## src/rtl/inst_queue_pkg.sv

```systemverilog
// Shared constants and the entry layout for the fetch-to-decode instruction queue.
package inst_queue_pkg;

    localparam logic [31:0] NOP_WORD   = 32'h0000_0000;
    localparam logic [31:0] RESET_PC   = 32'hBFC0_0000;
    localparam int          IQ_ENTRY_W = 65;

    typedef struct packed {
        logic [31:0] pc;
        logic [31:0] instr;
        logic        excp;
    } iq_entry_t;

    function automatic iq_entry_t packEntry(input logic [31:0] pc,
                                            input logic [31:0] instr,
                                            input logic        excp);
        iq_entry_t e;
        e.pc    = pc;
        e.instr = instr;
        e.excp  = excp;
        return e;
    endfunction

endpackage

```

## src/rtl/inst_queue.sv

```systemverilog
// Show-ahead instruction queue between fetch and decode; presents a NOP word when empty.
module inst_queue
    import inst_queue_pkg::*;
#(
    parameter int DEPTH = 4,
    parameter int AW    = 2
) (
    input  logic          clk,
    input  logic          rst,
    input  logic          flush,
    input  logic          push_valid,
    output logic          push_ready,
    input  logic [31:0]   push_pc,
    input  logic [31:0]   push_instr,
    input  logic          push_excp,
    output logic          pop_valid,
    input  logic          pop_ready,
    output logic [31:0]   pop_pc,
    output logic [31:0]   pop_instr,
    output logic          pop_excp,
    output logic [AW:0]   count
);

    localparam logic [AW:0] FULL_CNT = (AW + 1)'(DEPTH);

    iq_entry_t     mem_q [DEPTH];
    logic [AW-1:0] wrPtr_q, wrPtr_d;
    logic [AW-1:0] rdPtr_q, rdPtr_d;
    logic [AW:0]   count_q, count_d;
    iq_entry_t     headEntry;
    logic          pushFire;
    logic          popFire;
    logic          notEmpty;

    // Ready depends only on registered occupancy, so a same-cycle pop never frees a slot.
    assign notEmpty   = (count_q != '0);
    assign push_ready = (count_q != FULL_CNT);
    assign pushFire   = push_valid && push_ready && !flush;
    assign popFire    = notEmpty && pop_ready && !flush;

    always_comb begin
        wrPtr_d = wrPtr_q;
        rdPtr_d = rdPtr_q;
        count_d = count_q;
        if (flush) begin
            wrPtr_d = '0;
            rdPtr_d = '0;
            count_d = '0;
        end else begin
            if (pushFire) wrPtr_d = wrPtr_q + 1'b1;
            if (popFire)  rdPtr_d = rdPtr_q + 1'b1;
            if (pushFire && !popFire)      count_d = count_q + 1'b1;
            else if (popFire && !pushFire) count_d = count_q - 1'b1;
        end
    end

    always_ff @(posedge clk) begin
        if (rst) begin
            wrPtr_q <= '0;
            rdPtr_q <= '0;
            count_q <= '0;
        end else begin
            wrPtr_q <= wrPtr_d;
            rdPtr_q <= rdPtr_d;
            count_q <= count_d;
        end
    end

    // Storage needs no reset: the head is masked whenever the queue is empty.
    always_ff @(posedge clk) begin
        if (pushFire) begin
            mem_q[wrPtr_q] <= packEntry(push_pc, push_instr, push_excp);
        end
    end

    always_comb begin
        headEntry = mem_q[rdPtr_q];
        pop_valid = notEmpty;
        pop_pc    = notEmpty ? headEntry.pc    : 32'h0;
        pop_instr = notEmpty ? headEntry.instr : NOP_WORD;
        pop_excp  = notEmpty ? headEntry.excp  : 1'b0;
    end

    assign count = count_q;

endmodule

```

## config.mk

```make
export PLATFORM = sky130hd
export DESIGN_NAME = inst_queue
export DESIGN_NICKNAME = d
export VERILOG_FILES = /design/src/rtl/inst_queue_pkg.sv /design/src/rtl/inst_queue.sv
export SDC_FILE = /design/constraint.sdc
export NUM_CORES = 1
export LEC_CHECK = 0
export ABC_AREA = 1
export BUFFER_PORTS_ARGS = -buffer_cell sky130_fd_sc_hd__buf_4
export CAP_MARGIN = 20
export CELL_PAD_IN_SITES_DETAIL_PLACEMENT = 0
export CELL_PAD_IN_SITES_GLOBAL_PLACEMENT = 1
export CORE_ASPECT_RATIO = 1.2
export CORE_MARGIN = 10
export CORE_UTILIZATION = 40
export CTS_BUF_LIST = sky130_fd_sc_hd__clkbuf_4 sky130_fd_sc_hd__clkbuf_8 sky130_fd_sc_hd__clkbuf_16
export CTS_CLUSTER_SIZE = 16
export DETAILED_ROUTE_END_ITERATION = 8
export PLACE_DENSITY_LB_ADDON = 0.1
export SLEW_MARGIN = 10
export SYNTH_ARGS = -nofsm -noshare
export SYNTH_HDL_FRONTEND = slang
export SYNTH_SLANG_ARGS = --single-unit
```

## constraint.sdc

```tcl
create_clock -name clk -period 9.3 [get_ports clk]
set_clock_uncertainty 0.15 [all_clocks]
set_input_delay 0.465 -clock clk [delete_from_list [all_inputs] [get_ports clk]]
set_output_delay 0.465 -clock clk [all_outputs]
set_load 0.02 [all_outputs]
```

==> Word level (Yosys, flattened, before mapping) <==
Memory sizes are Yosys's and may differ from the RTL's. A register that Yosys moved wholly into a read port is not among the register bits.
Cells that the tools add are included.
Widths: inputs -> output; s select.
{ "classes": {"add_sub_neg": 4, "n_eq_ne": 1, "muxes": 9, "reduce_logical": 12} }
{ "ops": {"columns": ["cell", "count"], "rows": [
  ["$mux 32", 2],
  ["$logic_and 1x1->1", 6],
  ["$mux 3", 2],
  ["$add 2x1->2 const B", 2],
  ["$mux 2", 2],
  ["$add 3x1->3 const B", 1],
  ["$logic_not 1->1", 3],
  ["$mux 1", 3],
  ["$ne 3x3->1 const B", 1],
  ["$reduce_bool 3->1", 1],
  ["$sub 3x1->3 const B", 1],
  ["$reduce_bool 2->1", 1],
  ["$reduce_or 2->1", 1]
]} }
{ "totals": {"register_bits": 7, "ram_bits": 260, "inputBits": 70, "output_inout_bits": 70, "word_cells": 30, "memories": 1} }
{ "memory_table": {"columns": ["memory", "depth", "word_bits", "read_ports", "rd_clocked_by_memory_dff", "write_ports", "line", "rtl"], "rows": [
  ["mem_q", 4, 65, 1, 1, 1, "inst_queue.sv:26", "iq_entry_t mem_q [DEPTH];"]
]} }

==> Logic depth before layout (Yosys ltp) <==
{ "logic_depth": {"depth_word": 7, "depth_mapped": 13, "depth_no_buf": 13} }

==> Worst setup path before layout <==
No wires, ideal clock.
{ "synth_path": {"path_kind": "register -> register", "startpoint": "register count_q[0], in the netlist count[0]", "endpoint": "memory mem_q[0][0] in the netlist's numbering, enable pin", "setup_time_ps": 489, "t_arrival_ps": 3727, "t_required_ps": 8661, "path_slack_ps": 4934, "stages_incl_launch_ff": 5, "path_buffers": 0, "period_less_slack_ps": 4366, "path_cell_list": "dfxtp_1 -> nor2_1 -> nand2_1 -> nand2_1 -> nor2_1"} }
{ "synth_via": {"elab_chain_cells": 5} }
{ "synth_lines": {"columns": ["element", "line", "rtl"], "rows": [
  ["start: declaration", "inst_queue.sv:29", "logic [AW:0] count_q, count_d;"],
  ["start signal: assignment", "inst_queue.sv:65", "count_q <= count_d;"],
  ["$ne 3x3->1", "inst_queue.sv:37", "assign push_ready = (count_q != FULL_CNT);"],
  ["named net push_ready", "inst_queue.sv:12", "output logic push_ready,"],
  ["$logic_and 1x1->1 (2 in series)", "inst_queue.sv:38", "assign pushFire = push_valid && push_ready && !flush;"],
  ["$mux 1", "inst_queue.sv:71", "if (pushFire) begin"],
  ["$mux 1 (implied by the code)", "inst_queue.sv:72", "mem_q[wrPtr_q] <= packEntry(push_pc, push_instr, push_excp);"],
  ["end: declaration", "inst_queue.sv:26", null]
]} }
The timed path passes the listed nets, and every way through them passes these cells.

==> results.md <==
- YS warnings: 0
- Die height: 198 um
- Synth top area share: 73.6%
- Synthesized netlist net count: 917
- Synthesized area: 10600 um2
- Startpoint types: register
- Setup violations, final: 0
- Final cell count without fillers: 1389
- Crit path max-delay cell type: clkinv_2
- Drt total wl: 24500 um
- Core Region: 26200 um2
- Reg clk slew, reported paths: 0.06 ns
- CTS tree: built
- CP max stage delay: 0.82 ns
- Routability cong.: 0.692
- Slew margin rel.: 29.8%
- Worst Max-Slew Pin Slew: 1.05 ns
- Static leakage: 4.84 nW
- Total grt overflow: 0
- Area Growth Syn to Fin: 25.9%
- Outcome: finished, final reports clean
- Post-route cell area: 13400 um2
- Max Cap Viol: 0
- Min-delay src: rst
- Max H-tree Level: 1
- Row count: 65
- Dominant cell type by area after synthesis: edfxtp_1
- Largest delay share family, worst path: buffers and inverters
- ANT cells: 0
- Sequential cell area: 7990 um2
- Vias: 6716
- DP HPWL: 13100 um
- First drt pass iteration count: 4
- Clk root buf: clkbuf_16
- Iter 0 DRT Violations: 349
- Sinks on Clock Net: 269
- Global Route Usage Sum: 14.2%
- Post-Place Cells: 1274
- VDD IR-drop max: 0.144 mV
- Largest net degree at the start of global routing: 74
- Vias in the first global route: 6926
- Critical path required time: 8.69 ns
- Element type at the critical path end: output pin
- Pwr dens: 195 nW/um2
- Worst path buffer plus inverter count: 3
- Cell area after placement: 11800 um2
- Die area: 33500 um2
- Fin Setup TNS: 0 ns
- Die X: 169 um
- Initial Utilization: 40.5%
- Setup Buffers After CTS: 0
- Reg-to-reg setup timing slack: 6.59 ns
- Synth unique cells: 22
- Reg2reg start: count[0]$_SDFFE_PP0P_
- Max-slew violations: 0
- Minimum clock period: 4.11 ns
- First-pass GRT wire length: 37800 um
- Crit path cell chain: clkinv_2 -> buf_4 -> o21ai_0 -> a21oi_1 -> buf_4
- Critical path arrival: 3.49 ns
- Crit path max fanout: 73
- Fin crit share: 44.1%
- Nets: 1111
- Total CTS buffers: 29
- Syn_area_per_cell: 12.6 um2
- Met2 routed WL: 12200 um
- Met1 Routed Length: 10400 um
- #FFs+latches synth: 269
- Post-Syn Instances: 841
- Post-route ant nets: 0
- CP dominant cell by count: buf_4
- Drt via density: 4.84
- Multi-input logic area: 2240 um2
- Buffers added on ports: 139
- IO Count: 140
- DRC: 0
- Max Used Layer: met5
- Fillers: 2299
- Hold Fails Final Rpt: 0
- Fmax: 244 MHz
- Met3 routed WL: 1350 um
- Layout cell share with drive strength beyond 1: 19.2%
- Worst hold-check path type: input pin to register
- Worst-case clock buffer depth: 3
- Clock latency on the worst-skew pair: 0.52 ns
- Post-synthesis sequential area ratio: 75.3%
- CP Class: register to output pin
- Initial antenna violation count: 1
- Unrepaired setup endpoints after global routing: no
- Ranking of synthesized cells by area: edfxtp_1 74%, nor2_1 9.7%, o21ai_0 4.2%, a21oi_1 3.3%, o21ai_1 1.9%
- Avg WL per Cell: 17.6 um
[cells in the mapped netlist (all sizes together)]
master	n
o21ai	130
ha	5
nor2	275
nand2	17
nand3b	1
inv	19
fa	1
a21oi	69
xor2	1
nand3	4
dfxtp	9
buf	35
edfxtp	260
clkbuf	15
[path summary, 6_finish.rpt]
check,to,depth (start not counted)
max reg2reg,mem_q[3][38]$_DFFE_PP_,5
min,count[2]$_SDFFE_PP0P_,4
min reg2reg,register,2
max,pop_pc[25],5
[repair_timing]
action	in CTS	in global routing
resized for setup	0	0
hold buffers	65	0
hold endpoints to repair	260	0
setup endpoints to repair	0	0
[power by group]
part           leakage (nW)  internal, W  switching (W)  total (W)
logic                  1.96    0.0000832       0.000118   0.000202
clock network         0.443     0.000625       0.000421    0.00105
registers              2.43      0.00135     0.00000645    0.00136
total                  4.84      0.00206       0.000546    0.00261
[metal layers]
layer	track usage, %	up-vias
met5	0	-
met4	3.91	2
met3	2.96	41
met2	25.3	155
met1	17.0	3177
li1	-	3341
[cells in the final DEF (no fill, tap or decap), drive strengths merged]
cell	instances
dlygate4sd3	65
xor2	1
buf	148
nand2	17
inv	19
nand3b	1
clkbuf	39
bufinv	1
ha	5
edfxtp	260
dfxtp	9
a21oi	69
o21ai	130
nor2	275
clkinv	10
fa	1
nand3	4
[cell families after synthesis]
| logic type | share of synthesized area [%] |
|---|---|
| buf+inv | 3.88 |
| fa+ha+maj | 0.778 |
| compound gates | 9.38 |
| flops | 75.3 |
| xor+xnor | 0.0825 |
| simple gates | 10.6 |
[per-stage QoR]
| step | power (W) | setup slack [ns] | hold WS (ns) | utilization [%] |
|---|---|---|---|---|
| 6_report | 0.00261 | 5.19 | 0.0809 | 51.0 |
| 5_1_grt | 0.00272 | 4.87 | 0.0867 | 51.0 |
| 4_1_cts | 0.00264 | 5.04 | 0.0534 | 51.0 |
| 3_5_place_dp | 0.00157 | 5.60 | 0.335 | 45.2 |
| 2_1_floorplan | 0.00148 | 4.93 | 0.317 | - |
| 3_3_place_gp | 0.00157 | 5.60 | 0.339 | 45.2 |
[flip-flops by register name, summed over array words and instances (netlist names), named ones only]
signal	cells
mem_q	260
wrPtr_q	2
rdPtr_q	2
count	3
[area by class of cell]
type	instances	area share (%)
clock buffers	39	5.99
clock inverters	11	0.571
inverters	19	0.543
multi-input cells	503	16.8
flip-flops and latches	269	59.8
well taps	335	3.14
repair buffers	213	13.2
[worst register-to-register path: cells and delay by family, from the launching register on]
kind | cells | cell delay [ns]
DFF | 1 | 0.42
and+or+nand+nor | 4 | 0.98
buffers and inverters | 1 | 0.77
(Power assumes the default switching activity.)
